### config.mk
export PLATFORM = sky130hd
export DESIGN_NAME = cmd_sched
export DESIGN_NICKNAME = d
export VERILOG_FILES = /design/src/rtl/cmd_sched_pkg.sv /design/src/rtl/rd_prefetch.sv /design/src/rtl/cmd_sched.sv
export SDC_FILE = /design/constraint.sdc
export NUM_CORES = 1
export LEC_CHECK = 0
export ABC_AREA = 1
export CAP_MARGIN = 40
export CORE_MARGIN = 4
export CORE_UTILIZATION = 40
export CTS_CLUSTER_DIAMETER = 40
export DETAILED_ROUTE_END_ITERATION = 10
export GPL_TIMING_DRIVEN = 1
export MAX_ROUTING_LAYER = met4
export PLACE_DENSITY_LB_ADDON = 0.12
export SLEW_MARGIN = 10
export SYNTH_ARGS = -nofsm -noshare
export SYNTH_HDL_FRONTEND = slang
export SYNTH_SLANG_ARGS = --single-unit
export TNS_END_PERCENT = 5
### constraint.sdc
create_clock -name clk_i -period 5 [get_ports clk_i]
set_clock_uncertainty 0.15 [all_clocks]
set_input_delay 0.5 -clock clk_i [delete_from_list [all_inputs] [get_ports clk_i]]
set_output_delay 0.5 -clock clk_i [all_outputs]
set_load 0.1 [all_outputs]
### src/rtl/cmd_sched_pkg.sv
// Shared definitions for the byte-stream command scheduler: opcodes, FSM states, argument width.
// Optional build macro ARG_TIMEOUT_EN is consumed by cmd_sched.sv, not here.
package cmd_sched_pkg;

  localparam int ARG_W = 24;

  localparam logic [7:0] OP_ROM_READ  = 8'hF1;
  localparam logic [7:0] OP_RAM_READ  = 8'hF2;
  localparam logic [7:0] OP_LFSR_WRITE = 8'hF3;
  localparam logic [7:0] OP_IN        = 8'hF4;
  localparam logic [7:0] OP_OUT       = 8'hF5;

  typedef enum logic [2:0] {
    S_IDLE,
    S_ARG,
    S_ROM_RD,
    S_RAM_RD,
    S_LFSR_WR,
    S_IN_GEN,
    S_OUT_SINK
  } state_t;

  function automatic logic is_opcode(input logic [7:0] b);
    return (b >= OP_ROM_READ) && (b <= OP_OUT);
  endfunction

  function automatic state_t op_state(input logic [7:0] op);
    case (op)
      OP_ROM_READ:   return S_ROM_RD;
      OP_RAM_READ:   return S_RAM_RD;
      OP_LFSR_WRITE: return S_LFSR_WR;
      OP_IN:         return S_IN_GEN;
      OP_OUT:        return S_OUT_SINK;
      default:       return S_IDLE;
    endcase
  endfunction

endpackage

### src/rtl/rd_prefetch.sv
// One-entry read buffer between a 1-cycle-latency memory and a valid/ready byte stream.
// The single entry is either in flight (read issued last cycle) or held in the register.
module rd_prefetch (
  input  logic       clk,
  input  logic       rst,
  input  logic       flush,
  input  logic       more,
  input  logic [7:0] rdata,
  input  logic       ready,
  output logic       rd,
  output logic       valid,
  output logic [7:0] data
);

  logic       rd_pend;
  logic       buf_valid;
  logic [7:0] buf_data;
  logic       occupied;
  logic       consume;

  assign occupied = buf_valid | rd_pend;
  assign consume  = occupied & ready;
  assign rd       = more & ~flush & (~occupied | consume);
  assign valid    = occupied;
  assign data     = buf_valid ? buf_data : rdata;

  // Data still on the memory bus is captured only if the consumer stalled this cycle.
  always_ff @(posedge clk) begin
    if (rst || flush) begin
      rd_pend   <= 1'b0;
      buf_valid <= 1'b0;
      buf_data  <= 8'h00;
    end else begin
      rd_pend <= rd;
      if (rd_pend && !consume) begin
        buf_valid <= 1'b1;
        buf_data  <= rdata;
      end else if (consume) begin
        buf_valid <= 1'b0;
      end
    end
  end

endmodule

### src/rtl/cmd_sched.sv
// Byte-stream command scheduler: echoes data into RAM, runs ROM/RAM reads, LFSR load/generate/sink.
// Define ARG_TIMEOUT_EN to abandon a partial argument after TIMEOUT_CYC idle cycles.
module cmd_sched
  import cmd_sched_pkg::*;
#(
  parameter int ADDR_W      = 10,
  parameter int TIMEOUT_CYC = 65535
) (
  input  logic              clk_i,
  input  logic              rst_i,
  input  logic [7:0]        out_data_i,
  input  logic              out_valid_i,
  output logic              out_ready_o,
  output logic [7:0]        in_data_o,
  output logic              in_valid_o,
  input  logic              in_ready_i,
  output logic [ADDR_W-1:0] mem_addr_o,
  output logic              mem_rd_o,
  output logic              mem_sel_o,
  input  logic [7:0]        mem_rdata_i,
  output logic              ram_we_o,
  output logic [7:0]        ram_wdata_o,
  output logic              lfsr_ld_o,
  output logic [ARG_W-1:0]  lfsr_val_o,
  output logic              lfsr_step_o,
  input  logic [7:0]        lfsr_i,
  output logic              busy_o
);

  state_t            state;
  logic [7:0]        opcode;
  logic [ARG_W-1:0]  arg;
  logic [1:0]        arg_idx;
  logic [ADDR_W-1:0] wr_ptr;
  logic [ARG_W:0]    xfer_cnt;
  logic [ARG_W:0]    issue_cnt;
  logic              out_xfer, in_xfer, count_xfer, last;
  logic              rd_state, pf_flush, pf_more, pf_rd, pf_valid;
  logic [7:0]        pf_data;
`ifdef ARG_TIMEOUT_EN
  logic [31:0]       to_cnt;
`endif

  assign rd_state   = (state == S_ROM_RD) || (state == S_RAM_RD);
  assign out_xfer   = out_valid_i && out_ready_o;
  assign in_xfer    = in_valid_o && in_ready_i;
  assign count_xfer = (state == S_OUT_SINK) ? out_xfer : in_xfer;
  assign last       = (xfer_cnt == {1'b0, arg});
  assign pf_flush   = !rd_state;
  assign pf_more    = (issue_cnt <= {1'b0, arg});
  assign busy_o     = (state != S_IDLE);
  assign lfsr_val_o = arg;

  rd_prefetch u_prefetch (
    .clk   (clk_i),
    .rst   (rst_i),
    .flush (pf_flush),
    .more  (pf_more),
    .rdata (mem_rdata_i),
    .ready (in_ready_i),
    .rd    (pf_rd),
    .valid (pf_valid),
    .data  (pf_data)
  );

  // Echo path in IDLE is combinational so a data byte moves only when the IN side can take it.
  always_comb begin
    out_ready_o = 1'b0;
    in_valid_o  = 1'b0;
    in_data_o   = 8'h00;
    mem_addr_o  = '0;
    mem_rd_o    = 1'b0;
    mem_sel_o   = 1'b0;
    ram_we_o    = 1'b0;
    ram_wdata_o = 8'h00;
    lfsr_ld_o   = 1'b0;
    lfsr_step_o = 1'b0;
    case (state)
      S_IDLE: begin
        out_ready_o = in_ready_i;
        mem_addr_o  = wr_ptr;
        if (out_valid_i && !is_opcode(out_data_i)) begin
          in_valid_o  = 1'b1;
          in_data_o   = out_data_i;
          ram_we_o    = in_ready_i;
          mem_sel_o   = in_ready_i;
          ram_wdata_o = out_data_i;
        end
      end
      S_ARG: out_ready_o = 1'b1;
      S_ROM_RD, S_RAM_RD: begin
        in_valid_o = pf_valid;
        in_data_o  = pf_valid ? pf_data : 8'h00;
        mem_rd_o   = pf_rd;
        mem_sel_o  = (state == S_RAM_RD);
        mem_addr_o = issue_cnt[ADDR_W-1:0];
      end
      S_LFSR_WR: lfsr_ld_o = 1'b1;
      S_IN_GEN: begin
        in_valid_o  = 1'b1;
        in_data_o   = lfsr_i;
        lfsr_step_o = in_ready_i;
      end
      S_OUT_SINK: begin
        out_ready_o = 1'b1;
        lfsr_step_o = out_valid_i;
      end
      default: ;
    endcase
  end

  always_ff @(posedge clk_i) begin
    if (rst_i) begin
      state     <= S_IDLE;
      opcode    <= 8'h00;
      arg       <= '0;
      arg_idx   <= 2'd0;
      wr_ptr    <= '0;
      xfer_cnt  <= '0;
      issue_cnt <= '0;
`ifdef ARG_TIMEOUT_EN
      to_cnt    <= '0;
`endif
    end else begin
      case (state)
        S_IDLE: begin
          xfer_cnt  <= '0;
          issue_cnt <= '0;
          arg_idx   <= 2'd0;
`ifdef ARG_TIMEOUT_EN
          to_cnt    <= '0;
`endif
          if (out_xfer) begin
            if (is_opcode(out_data_i)) begin
              opcode <= out_data_i;
              state  <= S_ARG;
            end else begin
              wr_ptr <= wr_ptr + 1'b1;
            end
          end
        end
        S_ARG: begin
          // Little-endian: each new byte enters at the top and shifts earlier bytes down.
          if (out_xfer) begin
            arg     <= {out_data_i, arg[ARG_W-1:8]};
            arg_idx <= arg_idx + 1'b1;
            if (arg_idx == 2'd2) state <= op_state(opcode);
          end
`ifdef ARG_TIMEOUT_EN
          if (out_xfer) begin
            to_cnt <= '0;
          end else if (to_cnt == 32'(TIMEOUT_CYC - 1)) begin
            to_cnt <= '0;
            state  <= S_IDLE;
          end else begin
            to_cnt <= to_cnt + 1'b1;
          end
`endif
        end
        S_LFSR_WR: state <= S_IDLE;
        S_ROM_RD, S_RAM_RD, S_IN_GEN, S_OUT_SINK: begin
          if (pf_rd) issue_cnt <= issue_cnt + 1'b1;
          if (count_xfer) begin
            xfer_cnt <= xfer_cnt + 1'b1;
            if (last) state <= S_IDLE;
          end
        end
        default: state <= S_IDLE;
      endcase
    end
  end

endmodule

==> flow_metrics.env, run 1 <==
export IMPL_crit_slowest_cell="dfxtp_1"
export IMPL_io_pins=86
export IMPL_synth_seq_cells=107
export IMPL_leakagePower_nw=3.39
export IMPL_async_flop_share=0
export IMPL_fmax_mhz=281
export IMPL_syn_cell_area_sq_um=6900
export IMPL_synth_top_family_by_area="simple AND/OR/NAND/NOR gates"
export IMPL_synth_edf_count=0
export IMPL_synth_nets=1122
export IMPL_drt_wirelength_per_cell_um=15.9
export IMPL_synthMuxAreaShare=0
export IMPL_num_antenna_cells=0
export IMPL_fin_cells=1407
export IMPL_fin_ws_ns=1.45
export IMPL_antenna_found_initial=0
export IMPL_drc=0
export IMPL_cts_max_level=3
export IMPL_hold_class="flop to flop"
export IMPL_finalHoldViolCount=0
export IMPL_synth_top_area_share=0.311
export IMPL_yosys_area_share_simple=0.340
export IMPL_min_from="u_prefetch.buf_data[2]$_SDFFE_PP0P_"
export IMPL_fp_row_count=47
export IMPL_cts_root_buf="clkbuf_16"
export IMPL_power_density_nw_per_um2=509
export IMPL_route_vias_total=7219
export IMPL_clk_latency_ns=0.36
export IMPL_nNetsFinal=1238
export IMPL_dp_cells=1391
export IMPL_cts_repair_resize_count=0
export IMPL_p_total_mw=4.55
export IMPL_crit_arrival_ns=2.90
export IMPL_start_kind="flop"
export IMPL_internal_power_mw=2.10
export IMPL_drive_above_1_share=0.0901
export IMPL_first_pass_iters=5
export IMPL_reg2reg_depth=15
export IMPL_slew_headroom=0.455
export IMPL_cts_hold_buffers=0
export IMPL_core_area_sq_um=16800
export IMPL_cts_tree="done"
export IMPL_viasPerCell=5.13
export IMPL_p_seq_frac=0.214
export IMPL_postLayoutCoreUtil=0.534
export IMPL_swShare=0.538
export IMPL_period_share=0.711
export IMPL_antenna_left=0
export IMPL_r2r_end="issue_cnt[9]$_SDFFE_PP0P_"
export IMPL_status="finished clean"
export IMPL_netlist_instances=1066
export IMPL_final_area_sq_um=8940
export IMPL_cts_post_setup_buffers_inserted=0
export IMPL_reg2reg_from="lfsr_val_o[16]$_SDFFE_PP0P_"
export IMPL_path_clk_slew_ns=0.07
export IMPL_yosys_area_top_type="dfxtp_1"
export IMPL_power_frac_clock=0.169
export IMPL_end_kind="output port"
export IMPL_worstMarginPinSlew_ns=0.817
export IMPL_grt_pass1_vias=6833
export IMPL_dpl_hpwl_um=16800
export IMPL_wirelength_um=22300
export IMPL_area_delta_synth_final_pct=29.7
export IMPL_grt_pass1_wl_um=36700
export IMPL_track_usage=0.237
export IMPL_rsz0062_at_grt="no"
export IMPL_synthXorXnorAreaFrac=0.0533
export IMPL_cap_violations=0
export IMPL_die_h_um=139
export IMPL_place_area_sq_um=8630
export IMPL_clk_path_buf_depth=2
export IMPL_drt_iter0_drc=532
export IMPL_clkSinkCount=107
export IMPL_crit_required_ns=4.35
export IMPL_tns_ns=0
export IMPL_rrSetupSlack_ns=1.68
export IMPL_max_stage_delay_ns=0.47
export IMPL_place_gp_congestion=0.957
export IMPL_worst_path_most_repeated_cell="nand2_1"
export IMPL_worstPathCellList="inv_1, ha_1, nand2_1, nor2_1, nand4_1, nor2_1, nand2_1, nand3_1, nand2_1, nand2_1, buf_4, inv_1, buf_4"
export IMPL_synth_flop_cell="dfxtp_1"
export IMPL_die_area_sq_um=19400
export IMPL_cts_buffers_inserted=9
export IMPL_hold_end="u_prefetch.buf_data[2]$_SDFFE_PP0P_"
export IMPL_avgSynthCellArea_sq_um=6.47
export IMPL_ir_drop_v=0.000529
export IMPL_grt_max_degree=61
export IMPL_nFillCells=1643
export IMPL_slew_viol_final=0
export IMPL_grt_overflow_total=0
export IMPL_yosys_area_share_adder=0.0508
export IMPL_ys_warn_count=0
export IMPL_initial_core_util=0.412
export IMPL_synth_cell_types=44
export IMPL_power_frac_comb=0.617
export IMPL_period_needed_ns=3.55
export IMPL_synth_area_leaders="dfxtp_1 31%, nand2_1 14%, nor2_1 7.8%"
export IMPL_portBuffers=85
export IMPL_die_w_um=139
export IMPL_worstPathMaxFanout=18
export IMPL_whs_path_depth=2
export IMPL_hold_ws_ns=0.312
export IMPL_finalSetupViolCount=0
export IMPL_p_switching_mw=2.45
export IMPL_dpl_worst_slack_ns=1.69
export IMPL_seq_area_frac_synth=0.311
export IMPL_critical_path_class="flop to output port"
export IMPL_synth_compound_area_frac=0.143
## how the worst max path moves through the flow
stage                                start              to  slack [ns]  cells after the start
6_report       lfsr_val_o[16]$_SDFFE_PP0P_        mem_rd_o        1.45                     13
5_1_grt        lfsr_val_o[20]$_SDFFE_PP0P_        mem_rd_o        1.24                     13
4_1_cts        lfsr_val_o[16]$_SDFFE_PP0P_        mem_rd_o        1.48                     13
3_5_place_dp                 out_data_i[2]  ram_wdata_o[7]        1.69                     10
3_3_place_gp                 out_data_i[2]    in_data_o[6]        1.36                      9
2_1_floorplan        state[1]$_SDFFE_PP0P_    in_data_o[4]       0.006                      4
## registers in the layout, indices dropped and copies added, names as in the netlist
| register | cells |
|---|---|
| lfsr_val_o | 24 |
| state | 3 |
| issue_cnt | 25 |
| opcode | 8 |
| wr_ptr | 10 |
| xfer_cnt | 25 |
| u_prefetch.buf_data | 8 |
| u_prefetch.rd_pend | 1 |
| u_prefetch.buf_valid | 1 |
| arg_idx | 2 |
## layout by cell type, fill, tap and decap left out, types with 3 or more instances in the layout
| cell type | instances |
|---|---|
| nand4_1 | 22 |
| nor3_1 | 30 |
| clkbuf_16 | 9 |
| xnor2_1 | 16 |
| buf_8 | 52 |
| ha_1 | 28 |
| nor4_1 | 4 |
| o21ai_0 | 51 |
| buf_4 | 13 |
| nand3b_1 | 4 |
| o311ai_0 | 4 |
| nand3_1 | 68 |
| clkdlybuf4s50_1 | 77 |
| a21oi_2 | 3 |
| dfxtp_1 | 107 |
| inv_1 | 123 |
| o22ai_1 | 6 |
| a21oi_1 | 101 |
| xor2_1 | 26 |
| nand2_1 | 253 |
| a211oi_1 | 3 |
| nor2_1 | 142 |
| nand2_2 | 4 |
| inv_2 | 4 |
## per-layer routing
metal / routed length, um / global-route usage / vias to the layer above / part of all wire
met1: 10600 / 0.332 / 3264 / 0.48
met2: 10000 / 0.363 / 223 / 0.45
met5: 0 / - / - / 0
li1: - / - / 3694 / -
met3: 1240 / 0.0254 / 38 / 0.055
met4: 432 / 0.0721 / 0 / 0.019
## synth_stat cells, types with 3 or more instances
cell,instances
nand3_1,68
a211oi_1,3
clkbuf_1,17
nor3_1,30
nand2_1,253
buf_4,3
buf_2,12
dfxtp_1,107
o311ai_0,4
xor2_1,26
buf_6,7
inv_1,123
nor2_1,143
nor4_1,4
ha_1,28
nand4_1,22
inv_2,4
xnor2_1,16
o22ai_1,6
a21oi_1,101
nand2_2,4
o21ai_0,51
a21oi_2,3
nand3b_1,4
## area by class of cell
cell class                      count  area (sq um)  share of cell area
Clock buffer                       10           239              0.0267
Clock inverter                      6          72.6             0.00811
Inverter                          128           483              0.0540
Multi-Input combinational cell    792          4050               0.453
Sequential cell                   107          2140               0.240
Tap cell                          220           275              0.0308
Timing Repair Buffer              144          1680               0.188
## worst max-delay path, delay by kind of cell, from the launching register on
kind                       cells  cell delay (ns)
and+or+nand+nor                8             0.94
buffers and inverters          4             0.78
DFF                            1             0.47
adders and majority gates      1             0.32
## power by group through the flow
stage / logic (mW) / registers, mW / clock network (mW)
3_3_place_gp: 2.44 / 0.996 / 0
3_5_place_dp: 2.80 / 0.995 / 0
2_1_floorplan: 1.82 / 1.15 / 0
4_1_cts: 2.81 / 0.975 / 0.781
6_report: 2.81 / 0.975 / 0.768
5_1_grt: 2.99 / 0.985 / 0.813
## cell families after synthesis
group                      after synthesis
buffers and inverters                  167
AOI/OAI and AO/OA                      180
xor gates and xnor gates                42
adders and majority gates               28
and+or+nand+nor                        542
DFF                                    107
Power figures use the tool's default switching activity.
==> run 2, diff against run 1 <==
- clock period: 5 -> 3.12 ns (I/O delays scaled with it)
==> flow_metrics.env, run 2 (synthesized netlist as in run 1, its figures left out) <==
export IMPL_reg2reg_from="lfsr_val_o[22]$_SDFFE_PP0P_"
export IMPL_antenna_found_initial=0
export IMPL_met3_length_um=1300
export IMPL_leakagePower_nw=3.22
export IMPL_track_usage=0.227
export IMPL_viasPerCell=5.13
export IMPL_grt_overflow_total=0
export IMPL_wirelength_um=21900
export IMPL_finalSetupViolCount=0
export IMPL_start_kind="flop"
export IMPL_power_frac_clock=0.163
export IMPL_drt_iter0_drc=471
export IMPL_ir_drop_v=0.00126
export IMPL_period_needed_ns=2.82
export IMPL_swShare=0.555
export IMPL_die_area_sq_um=19400
export IMPL_final_common_cell="nand2_1"
export IMPL_p_switching_mw=3.90
export IMPL_postLayoutCoreUtil=0.497
export IMPL_hold_class="input pin to flop"
export IMPL_drt_wirelength_per_cell_um=16.0
export IMPL_worstMarginPinSlew_ns=0.799
export IMPL_path_clk_slew_ns=0.08
export IMPL_final_area_sq_um=8320
export IMPL_clkSinkCount=107
export IMPL_dpl_hpwl_um=16700
export IMPL_top_layer="met4"
export IMPL_clk_path_buf_depth=2
export IMPL_rrSetupSlack_ns=0.64
export IMPL_cts_post_setup_buffers_inserted=0
export IMPL_drc=0
export IMPL_final_cell_mix="252 x nand2_1, 142 x nor2_1, 123 x inv_1, 107 x dfxtp_1, 101 x a21oi_1"
export IMPL_cap_violations=0
export IMPL_internal_power_mw=3.12
export IMPL_grt_pass1_vias=6439
export IMPL_whs_path_depth=2
export IMPL_core_area_sq_um=16800
export IMPL_portBuffers=85
export IMPL_area_delta_synth_final_pct=20.6
export IMPL_first_pass_iters=5
export IMPL_cts_buffers_inserted=9
export IMPL_power_density_nw_per_um2=844
export IMPL_hold_ws_ns=0.280
export IMPL_grt_pass1_wl_um=34800
export IMPL_die_h_um=139
export IMPL_cts_max_level=3
export IMPL_grt_max_degree=39
export IMPL_io_pins=86
export IMPL_hold_end="xfer_cnt[22]$_SDFFE_PP0P_"
export IMPL_period_share=0.903
export IMPL_worstPathMaxFanout=14
export IMPL_slew_headroom=0.467
export IMPL_met1_length_um=10400
export IMPL_die_w_um=139
export IMPL_rsz0062_at_grt="no"
export IMPL_p_seq_frac=0.223
export IMPL_antenna_left=0
export IMPL_crit_arrival_ns=2.36
export IMPL_fp_row_count=47
export IMPL_end_kind="output port"
export IMPL_critical_path_class="flop to output port"
export IMPL_nNetsFinal=1196
export IMPL_cts_tree="done"
export IMPL_fmax_mhz=355
export IMPL_slew_viol_final=0
export IMPL_place_area_sq_um=8030
export IMPL_min_from="rst_i"
export IMPL_drive_above_1_share=0.103
export IMPL_power_frac_comb=0.615
export IMPL_r2r_end="issue_cnt[7]$_SDFFE_PP0P_"
export IMPL_place_gp_congestion=0.970
export IMPL_initial_core_util=0.412
export IMPL_fin_cells=1365
export IMPL_tns_ns=0
export IMPL_cts_root_buf="clkbuf_16"
export IMPL_met2_length_um=9820
export IMPL_status="finished clean"
export IMPL_route_vias_total=7001
export IMPL_reg2reg_depth=12
export IMPL_dp_cells=1349
export IMPL_clk_latency_ns=0.36
export IMPL_finalHoldViolCount=0
export IMPL_crit_required_ns=2.66
export IMPL_num_antenna_cells=0
[run 2: repair_timing]
action,4_1_cts,5_1_grt
gates resized for setup,0,1
hold buffers,0,0
setup endpoints to repair,0,1
[run 2: critical path: stages, from the launching register on]
cell and delay [ns]:
dfxtp_1 0.52, nand2_2 0.28, nor2_1 0.27, inv_1 0.19, o311ai_1 0.50, buf_12 0.24
[run 2: power groups by stage]
stage          clock, mW  combinational, mW  sequential (mW)
6_report            1.14               4.32             1.57
3_3_place_gp           0               4.30             1.60
4_1_cts             1.16               4.31             1.57
5_1_grt             1.21               4.58             1.58
3_5_place_dp           0               4.30             1.60
2_1_floorplan          0               2.93             1.84
[run 2: area by class of cell]
| type | count | area, sq um |
|---|---|---|
| fillers | 1738 | 8440 |
| multi-input cells | 792 | 4060 |
| flip-flops and latches | 107 | 2140 |
| repair buffers | 102 | 1080 |
| inverters | 128 | 483 |
| well taps | 220 | 275 |
| clock buffers | 9 | 225 |
| clock inverters | 7 | 60.1 |
[run 2: per-layer routing]
metal  global-route usage  vias to the layer above
li1                     -                     3615
met1                0.313                     3131
met2                0.352                      228
met3               0.0316                       27
met4               0.0577                        0
met5                    -                        -
[run 2: worst max path at each step]
stage	start	end	slack [ns]	cells past startpoint
floorplan	state[1]$_SDFFE_PP0P_	mem_addr_o[0]	-0.62	5
global placement	out_data_i[4]	xfer_cnt[22]$_SDFFE_PP0P_	0.50	13
detailed placement	out_data_i[7]	xfer_cnt[24]$_SDFFE_PP0P_	0.47	13
CTS	lfsr_val_o[16]$_SDFFE_PP0P_	mem_rd_o	0.20	12
global route	lfsr_val_o[16]$_SDFFE_PP0P_	mem_rd_o	0.09	12
finish	state[1]$_SDFFE_PP0P_	in_data_o[4]	0.30	5
[run 2: stage by stage]
step                      setup slack (ns)  total power [mW]
after global routing                0.0900              7.38
final                                0.302              7.02
after CTS                            0.201              7.03
after floorplan                     -0.621              4.77
after detailed placement             0.474              5.90
after global placement               0.502              5.90
==> run 3, diff against run 2 <==
- CORE_ASPECT_RATIO: default -> 1.75
- SLEW_MARGIN: 10 -> 20
==> flow_metrics.env, run 3 (synthesized netlist as in run 1, its figures left out) <==
export IMPL_status="finished clean"
export IMPL_crit_arrival_ns=2.36
export IMPL_die_h_um=182
export IMPL_grt_overflow_total=0
export IMPL_hold_class="flop to flop"
export IMPL_viasPerCell=5.17
export IMPL_drt_wirelength_per_cell_um=17.4
export IMPL_cts_root_buf="clkbuf_16"
export IMPL_portBuffers=85
export IMPL_max_stage_delay_ns=0.49
export IMPL_worstPathCellList="inv_1, ha_1, nand2_1, nor2_2, nand4_1, nor2_1, nand2_1, nand3_1, nand2_1, nand2_1, inv_1, buf_12"
export IMPL_wirelength_um=23800
export IMPL_dp_cells=1356
export IMPL_leakagePower_nw=3.23
export IMPL_grt_pass1_vias=7022
export IMPL_reg2reg_from="lfsr_val_o[14]$_SDFFE_PP0P_"
export IMPL_drt_iter0_drc=343
export IMPL_fmax_mhz=354
export IMPL_antenna_found_initial=0
export IMPL_rrSetupSlack_ns=0.56
export IMPL_rsz0062_at_grt="no"
export IMPL_period_needed_ns=2.83
export IMPL_power_density_nw_per_um2=856
export IMPL_fin_ws_ns=0.294
export IMPL_clk_path_buf_depth=2
export IMPL_drive_above_1_share=0.103
export IMPL_slew_headroom=0.507
export IMPL_cts_tree="done"
export IMPL_cts_post_setup_buffers_inserted=0
export IMPL_finalSetupViolCount=0
export IMPL_crit_slowest_cell="dfxtp_1"
export IMPL_crit_buf_inv=3
export IMPL_first_pass_iters=5
export IMPL_cap_violations=0
export IMPL_final_cell_mix="253 x nand2_1, 141 x nor2_1, 123 x inv_1, 107 x dfxtp_1, 101 x a21oi_1"
export IMPL_ir_drop_v=0.000997
export IMPL_crit_family="simple AND/OR/NAND/NOR gates"
export IMPL_final_common_cell="nand2_1"
export IMPL_start_kind="flop"
export IMPL_r2r_end="issue_cnt[19]$_SDFFE_PP0P_"
export IMPL_fin_cells=1372
export IMPL_track_usage=0.257
export IMPL_die_w_um=107
export IMPL_postLayoutCoreUtil=0.493
export IMPL_antenna_left=0
export IMPL_core_area_sq_um=16900
export IMPL_finalHoldViolCount=0
export IMPL_route_vias_total=7098
export IMPL_dpl_hpwl_um=18600
export IMPL_cts_repair_resize_count=0
export IMPL_worstPathMaxFanout=4
export IMPL_nNetsFinal=1196
export IMPL_io_pins=86
export IMPL_whs_path_depth=2
export IMPL_clkSinkCount=107
export IMPL_cts_hold_buffers=0
export IMPL_area_delta_synth_final_pct=21.1
export IMPL_cts_buffers_inserted=9
export IMPL_path_clk_slew_ns=0.08
export IMPL_clk_latency_ns=0.36
export IMPL_cts_max_level=3
export IMPL_drc=0
export IMPL_dpl_worst_slack_ns=0.451
export IMPL_period_share=0.906
export IMPL_grt_pass1_wl_um=37800
export IMPL_end_kind="output port"
export IMPL_initial_core_util=0.407
export IMPL_slew_viol_final=0
export IMPL_worstMarginPinSlew_ns=0.739
export IMPL_num_antenna_cells=0
export IMPL_crit_required_ns=2.66
export IMPL_place_gp_congestion=0.985
export IMPL_die_area_sq_um=19500
export IMPL_worst_path_most_repeated_cell="nand2_1"
export IMPL_grt_max_degree=61
export IMPL_critical_path_class="flop to output port"
export IMPL_hold_end="u_prefetch.buf_data[2]$_SDFFE_PP0P_"
export IMPL_fp_row_count=63
export IMPL_reg2reg_depth=13
export IMPL_min_from="u_prefetch.buf_data[2]$_SDFFE_PP0P_"
run 3: cell types whose count changed in the layout (fill, tap and decap cells not counted), sizes merged:
cell	before	now
clkinvlp	2	1
bufinv	0	1
run 3: worst max-delay path by stage:
| stage | from | to | slack (ns) | depth (start not counted) |
|---|---|---|---|---|
| 4_1_cts | lfsr_val_o[15]$_SDFFE_PP0P_ | mem_rd_o | 0.18 | 12 |
| 5_1_grt | lfsr_val_o[16]$_SDFFE_PP0P_ | mem_rd_o | 0.04 | 12 |
| 6_report | lfsr_val_o[14]$_SDFFE_PP0P_ | mem_rd_o | 0.29 | 12 |
| 2_1_floorplan | state[1]$_SDFFE_PP0P_ | mem_addr_o[0] | -0.62 | 5 |
| 3_3_place_gp | out_data_i[2] | mem_sel_o | 0.50 | 9 |
| 3_5_place_dp | out_data_i[5] | xfer_cnt[23]$_SDFFE_PP0P_ | 0.45 | 13 |
run 3: worst reg2reg max path: cells and delay by family, from the launching register on:
kind                       cells  cell delay [ns]
AOI/OAI and AO/OA              1             0.16
and+or+nand+nor                9             0.97
DFF                            1             0.49
adders and majority gates      1             0.31
buffers and inverters          2             0.42
run 3: per-layer routing:
| metal | GRT usage | part of all wire |
|---|---|---|
| met3 | 0.0331 | 0.032 |
| met5 | - | 0 |
| met4 | 0.154 | 0.065 |
| met2 | 0.452 | 0.53 |
| met1 | 0.267 | 0.37 |
run 3: final cells by class:
| type | count | area, sq um |
|---|---|---|
| fillers | 1807 | 8590 |
| multi-input cells | 792 | 4060 |
| flip-flops and latches | 107 | 2140 |
| repair buffers | 102 | 1080 |
| inverters | 128 | 483 |
| well taps | 227 | 284 |
| clock buffers | 9 | 225 |
| clock inverters | 7 | 83.8 |
run 3: report_power, final:
part	leakage, nW	internal (mW)	switching, mW
clock network	0.149	0.639	0.593
registers	0.862	1.45	0.112
logic	2.22	1.11	3.25
total	3.23	3.20	3.95
run 3: through the flow:
| stage | area (sq um) | hold WS, ns | TNS (ns) | power, mW |
|---|---|---|---|---|
| after floorplan | 6900 | 0.241 | -7.97 | 4.77 |
| after global placement | 8040 | 0.295 | 0 | 5.96 |
| after detailed placement | 8040 | 0.296 | 0 | 5.97 |
| after CTS | 8350 | 0.308 | 0 | 7.21 |
| after global routing | 8350 | 0.334 | 0 | 7.53 |
| final | 8350 | 0.303 | 0 | 7.15 |
